## config.mk

```make
export PLATFORM = sky130hd
export DESIGN_NAME = cache_refill_ctrl
export DESIGN_NICKNAME = d
export VERILOG_FILES = /design/src/rtl/cache_refill_ctrl.sv
export SDC_FILE = /design/constraint.sdc
export NUM_CORES = 1
export LEC_CHECK = 0
export ABC_AREA = 0
export CORE_MARGIN = 2
export CORE_UTILIZATION = 37
export CTS_BUF_LIST = sky130_fd_sc_hd__clkbuf_8
export DETAILED_ROUTE_END_ITERATION = 10
export PLACE_DENSITY = 0.78
export SLEW_MARGIN = 10
export SYNTH_ARGS = -nofsm -noshare
export SYNTH_HDL_FRONTEND = slang
export SYNTH_SLANG_ARGS = --single-unit
```

## constraint.sdc

```tcl
create_clock -name clk -period 2.4 [get_ports clk]
set_input_delay 0.72 -clock clk [delete_from_list [all_inputs] [get_ports clk]]
set_output_delay 0.72 -clock clk [all_outputs]
set_load 0.05 [all_outputs]
```

## src/rtl/cache_refill_ctrl.sv

```systemverilog
// cache_refill_ctrl: blocking read controller for a direct-mapped cache with
// critical-word capture during line refill and hit/miss performance counters.
module cache_refill_ctrl #(
  parameter int INDEX_LENGTH = 4,
  parameter int TAG_LENGTH = 22,
  parameter int OFFSET_LENGTH = 2,
  parameter int DATA_WIDTH = 32,
  localparam int ADDR_W = TAG_LENGTH + INDEX_LENGTH + OFFSET_LENGTH
) (
  input  logic                                  clk,
  input  logic                                  rst,
  input  logic                                  cpu_req_i,
  input  logic [ADDR_W-1:0]                     cpu_addr_i,
  output logic                                  cpu_ready_o,
  output logic                                  cpu_valid_o,
  output logic [DATA_WIDTH-1:0]                 cpu_data_o,
  output logic [INDEX_LENGTH-1:0]               tag_index_o,
  input  logic [TAG_LENGTH-1:0]                 tag_rdata_i,
  input  logic                                  tag_free_i,
  output logic                                  tag_we_o,
  output logic                                  tag_deload_o,
  output logic [TAG_LENGTH-1:0]                 tag_wdata_o,
  output logic [INDEX_LENGTH+OFFSET_LENGTH-1:0] data_addr_o,
  output logic                                  data_we_o,
  output logic [DATA_WIDTH-1:0]                 data_wdata_o,
  input  logic [DATA_WIDTH-1:0]                 data_rdata_i,
  output logic                                  mem_req_o,
  output logic [ADDR_W-1:0]                     mem_addr_o,
  input  logic                                  mem_ack_i,
  input  logic                                  mem_rvalid_i,
  input  logic [DATA_WIDTH-1:0]                 mem_rdata_i,
  output logic [15:0]                           hit_cnt_o,
  output logic [15:0]                           miss_cnt_o
);
  typedef enum logic [2:0] {IDLE, LOOKUP, HIT_RD, EVICT, FETCH_REQ, REFILL, UPDATE, RESPOND} state_t;
  state_t r_state, w_next;
  logic [ADDR_W-1:0] r_addr;
  logic [OFFSET_LENGTH-1:0] r_beat;
  logic [DATA_WIDTH-1:0] r_crit;
  logic [15:0] r_hit_cnt, r_miss_cnt;
  logic [TAG_LENGTH-1:0] w_tag;
  logic [INDEX_LENGTH-1:0] w_index;
  logic [OFFSET_LENGTH-1:0] w_offset;
  logic w_hit, w_beat_in, w_last;
  assign {w_tag, w_index, w_offset} = r_addr;
  assign w_hit = !tag_free_i && tag_rdata_i == w_tag;
  assign w_beat_in = r_state == REFILL && mem_rvalid_i;
  assign w_last = r_beat == {OFFSET_LENGTH{1'b1}};
  assign hit_cnt_o = r_hit_cnt;
  assign miss_cnt_o = r_miss_cnt;
  always_ff @(posedge clk) begin
    if (rst) begin
      r_state <= IDLE;
      r_addr <= '0;
      r_beat <= '0;
      r_crit <= '0;
      r_hit_cnt <= '0;
      r_miss_cnt <= '0;
    end else begin
      r_state <= w_next;
      if (r_state == IDLE && cpu_req_i) r_addr <= cpu_addr_i;
      if (r_state == FETCH_REQ) r_beat <= '0;
      else if (w_beat_in) r_beat <= r_beat + 1'b1;
      if (w_beat_in && r_beat == w_offset) r_crit <= mem_rdata_i;
      if (r_state == LOOKUP && w_hit) r_hit_cnt <= r_hit_cnt + 16'd1;
      if (r_state == LOOKUP && !w_hit) r_miss_cnt <= r_miss_cnt + 16'd1;
    end
  end
  // Strobes are gated by rst so nothing is written during the reset cycle itself.
  always_comb begin
    w_next = r_state;
    case (r_state)
      IDLE:      w_next = cpu_req_i ? LOOKUP : IDLE;
      LOOKUP:    w_next = w_hit ? HIT_RD : tag_free_i ? FETCH_REQ : EVICT;
      HIT_RD:    w_next = IDLE;
      EVICT:     w_next = FETCH_REQ;
      FETCH_REQ: w_next = mem_ack_i ? REFILL : FETCH_REQ;
      REFILL:    w_next = w_beat_in && w_last ? UPDATE : REFILL;
      UPDATE:    w_next = RESPOND;
      RESPOND:   w_next = IDLE;
      default:   w_next = IDLE;
    endcase
    cpu_ready_o = r_state == IDLE;
    cpu_valid_o = !rst && (r_state == HIT_RD || r_state == RESPOND);
    cpu_data_o = r_state == HIT_RD ? data_rdata_i : r_state == RESPOND ? r_crit : '0;
    tag_index_o = w_index;
    tag_wdata_o = w_tag;
    tag_we_o = !rst && r_state == UPDATE;
    tag_deload_o = !rst && r_state == EVICT;
    mem_req_o = !rst && r_state == FETCH_REQ;
    mem_addr_o = {w_tag, w_index, {OFFSET_LENGTH{1'b0}}};
    data_we_o = !rst && w_beat_in;
    data_addr_o = {w_index, r_state == REFILL ? r_beat : w_offset};
    data_wdata_o = mem_rdata_i;
  end
endmodule

```

# [After elaboration in Yosys (flattened, before gate mapping)]
# Cells that the tools add are included.
[totals] ff_bits=97 in_bits=120 output_inout_bits=162 elab_cells=47
[op_classes] add_sub_neg=3 eq_ne=10 mux=9 n_reduce_logical=19
[op_table] cell="2-to-1 mux 32 bit" count=2
[op_table] cell="adder 16 x 1 -> 16 bit, second input constant" count=2
[op_table] cell="== test 22 bit" count=1
[op_table] cell="case mux 3 bit (7 select lines)" count=1
[op_table] cell="== test 3 bit, second input constant" count=4
[op_table] cell="logical AND 1 bit" count=12
[op_table] cell="== test 3 x 2 -> 1 bit, second input constant" count=2
[op_table] cell="2-to-1 mux 3 bit" count=2
[op_table] cell="2-to-1 mux 2 bit" count=2
[op_table] cell="OR reduction 2 bit" count=2
[op_table] cell="== test 3 x 1 -> 1 bit, second input constant" count=1
[op_table] cell="zero test 1 bit" count=3
[op_table] cell="zero test 3 bit" count=1
[op_table] cell="adder 2 x 1 -> 2 bit, second input constant" count=1
[op_table] cell="== test 2 bit" count=1
[op_table] cell="== test 2 bit, second input constant" count=1
[op_table] cell="2-to-1 mux 1 bit" count=2
[op_table] cell="logical OR 1 bit" count=1

# [Logic depth before layout (Yosys ltp)]
[depth] word_depth=5 ltp_mapped=8

# [Least setup slack after synthesis]
# No wires, ideal clock.
[synth_path] kind="input to output" start="in rst" end="out tag_deload_o" arrival_ns=2.201 required_ns=1.680 slack_ns=-0.521 stages=3 path_buffers=2 cell_sequence="clkbuf_1 > buf_1 > nor3_1"
[synth_via] elab_chain_len=2
[synth_rtl] element="start: declaration" line_no="11" source="input logic rst,"
[synth_rtl] element="zero test 1 bit" line_no="89" source="tag_deload_o = !rst && r_state == EVICT;"
[synth_rtl] element="logical AND 1 bit" line_no="89"
[synth_rtl] element="end: declaration" line_no="21" source="output logic tag_deload_o,"
# Every way passes these cells.

# [Worst setup path after layout]
[layout_path] start="reg r_state[1]" end="out cpu_data_o[9]"
[layout_via] elab_chain_len=3 word_cells_on_any_way=4
[layout_rtl] element="start: declaration" line_no="36" source="state_t r_state, w_next;"
[layout_rtl] element="start signal: assignment" line_no="60" source="r_state <= w_next;"
[layout_rtl] element="== test 3 bit" line_no="85" source="cpu_data_o = r_state == HIT_RD ? data_rdata_i : r_state == RESPOND ? r_crit : '0;"
[layout_rtl] element="2-to-1 mux 32 bit" line_no="85"
[layout_rtl] element="2-to-1 mux 32 bit (*)" line_no="85"
[layout_rtl] element="end: declaration" line_no="16" source="output logic [DATA_WIDTH-1:0] cpu_data_o,"
# Mark *: on every way between the ends. The rest lies on a longest branch, timed or not.

==> key figures <==
Outcome
  • Status: complete, but fails checks
  • Failing checks: setup timing

Timing
  • Hold_ws: roughly 500 ps
  • Max-slew headroom: 0.6430
  • Worst Tran Pin Value: 522.0 ps
  • Final setup violation count: 29
  • Final Cycle Share: 1.042
  • Fin. max-slew vios: 0
  • Worst Skew: about 13 ps
  • Minimum clock period: between 2000 and 3000 ps
  • Final setup margin: -101.6 ps
  • Max frequency: 0.3997 GHz
  • Setup repair after global routing missed its margin: true
  • Final Hold Fails: 0
  • TNS Setup: -1592 ps

Critical path
  • Worst path bufs/invs: 3
  • Most frequent CP cell: buf_12
  • Worst Setup End Kind: output port
  • Reg2Reg Setup Slack: 80 ps
  • Crit-path cells: or2b_4 -> nor2_4 -> buf_12 -> buf_16 -> a22o_1 -> buf_12
  • Reg-to-reg startpoint: r_state[0]
  • Worst EP required: roughly 1700 ps
  • Crit-path leading delay family: buffers and inverters
  • Crit path largest cell delay: 370 ps
  • Critical-path top delay cell: dfxtp_4
  • Reg2Reg Depth: 10
  • Data arrival, critical path: about 1800 ps
  • Critical Path Start Type: flop
  • Worst-path fanout max: 8
  • FF-to-FF End: hit_cnt_o[14]
  • Crit path from: r_state[1]
  • CP Class: reg2out

Synthesis
  • Ys flop type: dfxtp_1
  • Synth top area cells: dfxtp_1 (37%), buf_4 (13%), mux2i_1 (6.5%)
  • Number of flops mapped to enable cells by yosys: 0
  • Yosys reg bits: 97
  • Mean Syn Cell Area: 8.415 µm²
  • Main combinational cell family by area after synthesis: simple AND/OR/NAND/NOR gates
  • Synth Area in Adders: 0.007114
  • Proportion of synthesized area in mux cells: 0.07588
  • Cells after synthesis: 627
  • Synthesized area: between 0.005 and 0.006 mm²
  • Yosys top cell area share: 0.3680
  • Yosys cell types: 43
  • Synth Area in Compound Gates: 0.1276
  • Simple-Gate Fraction of Synth Area: 0.1918
  • Synth Warn #: 0
  • Register area share after synthesis: 0.3680
  • XOR/XNOR share of the synthesized area: 0.06806
  • Post-synth ARST share: 0
  • Area leader, netlist: dfxtp_1

Detailed routing
  • DRT met1 WL: 7288 µm
  • Total Wirelength: 18,000 µm
  • Post-route antenna net violation count: 0
  • Metal3 WL: 1080 µm
  • Routed length on met2: 9342 µm
  • WL per Instance: between 15 and 20 µm
  • Vias/cell: roughly 5.0
  • First-pass DRT Iterations: 6
  • # DRC: 0
  • Drt first-iter violations: 283
  • Highest metal layer with signal wires: met4
  • Via count: just over 5,000

Finish
  • Share of cells above drive strength 1: 0.2327
  • Final net count: 969
  • Final non-filler cell total: between 1,000 and 1,500
  • ANT cells: 0
  • Syn-to-layout area delta: 76.19%
  • Final Cell Area: 0.009296 mm²
  • Fillers: 1,118

Global routing
  • GRT Total Usage: 0.2195
  • Number of global-route vias before repair: 4,936
  • Grt total ovfl: 0
  • Initial antenna violation count: 0
  • First-pass GRT wire length: about 26,000 µm
  • Largest net degree at the start of global routing: 39

Place
  • HPWL Detailed: 12,260 µm
  • Cells after DPL: 996
  • Placed standard-cell area: 0.008486 mm²
  • # port buffers: roughly 280
  • Gpl congestion: 0.7921

Clock network
  • Clock Sinks: 97
  • Hold buffer count at cts: 0
  • CTS buffer count: 9
  • Clock transition at path regs: 100 ps
  • Skew-Pair Late Insertion Delay: ~380 ps
  • H-tree levels: 3
  • TritonCTS clock tree: done
  • Maximum clock path buffer count: 2
  • CTS Root Cell: clkbuf_8

Hold path
  • Worst Hold Depth: 2
  • Worst hold start: r_addr[4]
  • Hold Crit Class: reg2reg
  • WHS Endpoint: r_addr[4]

Floorplanning
  • IO Pins: 282
  • CORE AREA: 0.01388 mm²
  • Die X: around 120 µm
  • # rows: between 40 and 50
  • Chip Height: 123.4 µm
  • Initial Utilization: 0.3801
  • DIE AREA: 0.01523 mm²

Power
  • Power Dens Cells: 489.5 mW/mm²
  • Max VDD drop: 0.3666 mV
  • P_leak: between 4 and 5 nW
  • Post-layout power: 4.551 mW

Job
  • Maxcap violations: 0
==> cell type report <==
cell class                      instances  area [µm²]  area share
Multi-Input combinational cell        401        2828      0.3042
Clock buffer                           11       151.4     0.01629
Timing Repair Buffer                  329        4056      0.4363
Clock inverter                          5       55.05    0.005922
Sequential cell                        97        1951      0.2098
Tap cell                              180       225.2     0.02423
Inverter                                8       30.03    0.003230
==> cell families after synthesis <==
kind of cell	after synthesis
adder cells (fa/ha/maj)	3
AO/OA/AOI/OAI	100
AND/OR/NAND/NOR	216
buffers and inverters	130
multiplexers	39
XOR/XNOR	41
flip-flops	97
other	1
==> sequential cells by signal, summed over array words and instances, names as in the netlist <==
register and flops:
hit_cnt_o 16, miss_cnt_o 16, r_addr 28, r_beat 2, r_crit 32, r_state 3
==> cells in the mapped netlist, types with 2 or more instances <==
library cell,number
a2111oi_0,4
a211oi_1,7
a21o_1,2
a21oi_1,42
a22o_1,32
and2_1,3
and3_1,9
buf_1,3
buf_2,3
buf_4,91
buf_6,2
clkbuf_1,23
dfxtp_1,97
ha_1,3
inv_1,8
mux2_2,4
mux2i_1,34
nand2_1,79
nand3_1,17
nand4_1,16
nor2_1,64
nor2b_1,5
nor3_1,5
nor4_1,2
o21ai_0,8
o31ai_1,2
or4_1,7
xnor2_1,34
xor2_1,7
==> worst max-delay path by stage <==
stage / to / depth (start not counted)
2_1_floorplan: tag_deload_o / 3
5_1_grt: cpu_data_o[28] / 6
4_1_cts: cpu_data_o[10] / 6
3_3_place_gp: hit_cnt_o[15] / 9
3_5_place_dp: hit_cnt_o[15] / 9
6_report: cpu_data_o[9] / 6
==> worst register-to-register path: cells and delay by family, from the launching register on <==
family,cells,cell delay (ps)
compound gates,1,140
buf+inv,4,480
flops,1,370
simple gates,5,1260
==> metal layers <==
layer	global-route usage	vias to the layer above
li1	-	2501
met1	0.2698	2454
met2	0.3802	176
met3	0.05258	21
met4	0.06321	0
met5	0	-
==> cells in the final DEF, fill, tap and decap left out, types with 11 or more instances in the layout <==
cell / n
xnor2_1: 34
clkbuf_8: 11
clkdlybuf4s50_1: 147
buf_4: 37
a22o_4: 24
dlymetal6s2s_1: 28
dfxtp_1: 94
dlygate4sd2_1: 30
nand3_1: 15
nand4_1: 16
mux2i_1: 34
nand2_1: 76
a21oi_1: 41
buf_12: 73
nor2_1: 58
==> report_power, final <==
group          switching [mW]  total, mW  leakage [nW]  internal [mW]
logic                   0.957       1.69          3.23          0.732
clock network           0.578       1.11         0.107          0.535
registers              0.0757       1.75         0.788           1.67
total                    1.61       4.55          4.12           2.94
==> stage by stage <==
stage / worst slack (ps) / util
4_1_cts: -122.1 / 0.6475
3_5_place_dp: -489.6 / 0.6113
6_report: -101.6 / 0.6697
2_1_floorplan: -94.05 / -
3_3_place_gp: -415.6 / 0.6113
5_1_grt: -158.6 / 0.6697
==> timing repair <==
action,4_1_cts,5_1_grt
buffers inserted,7,6
gates cloned,4,3
gates resized for setup,67,54
endpoints found under the setup margin,58,65
pin swaps,33,19
(Power assumes the default switching activity.)
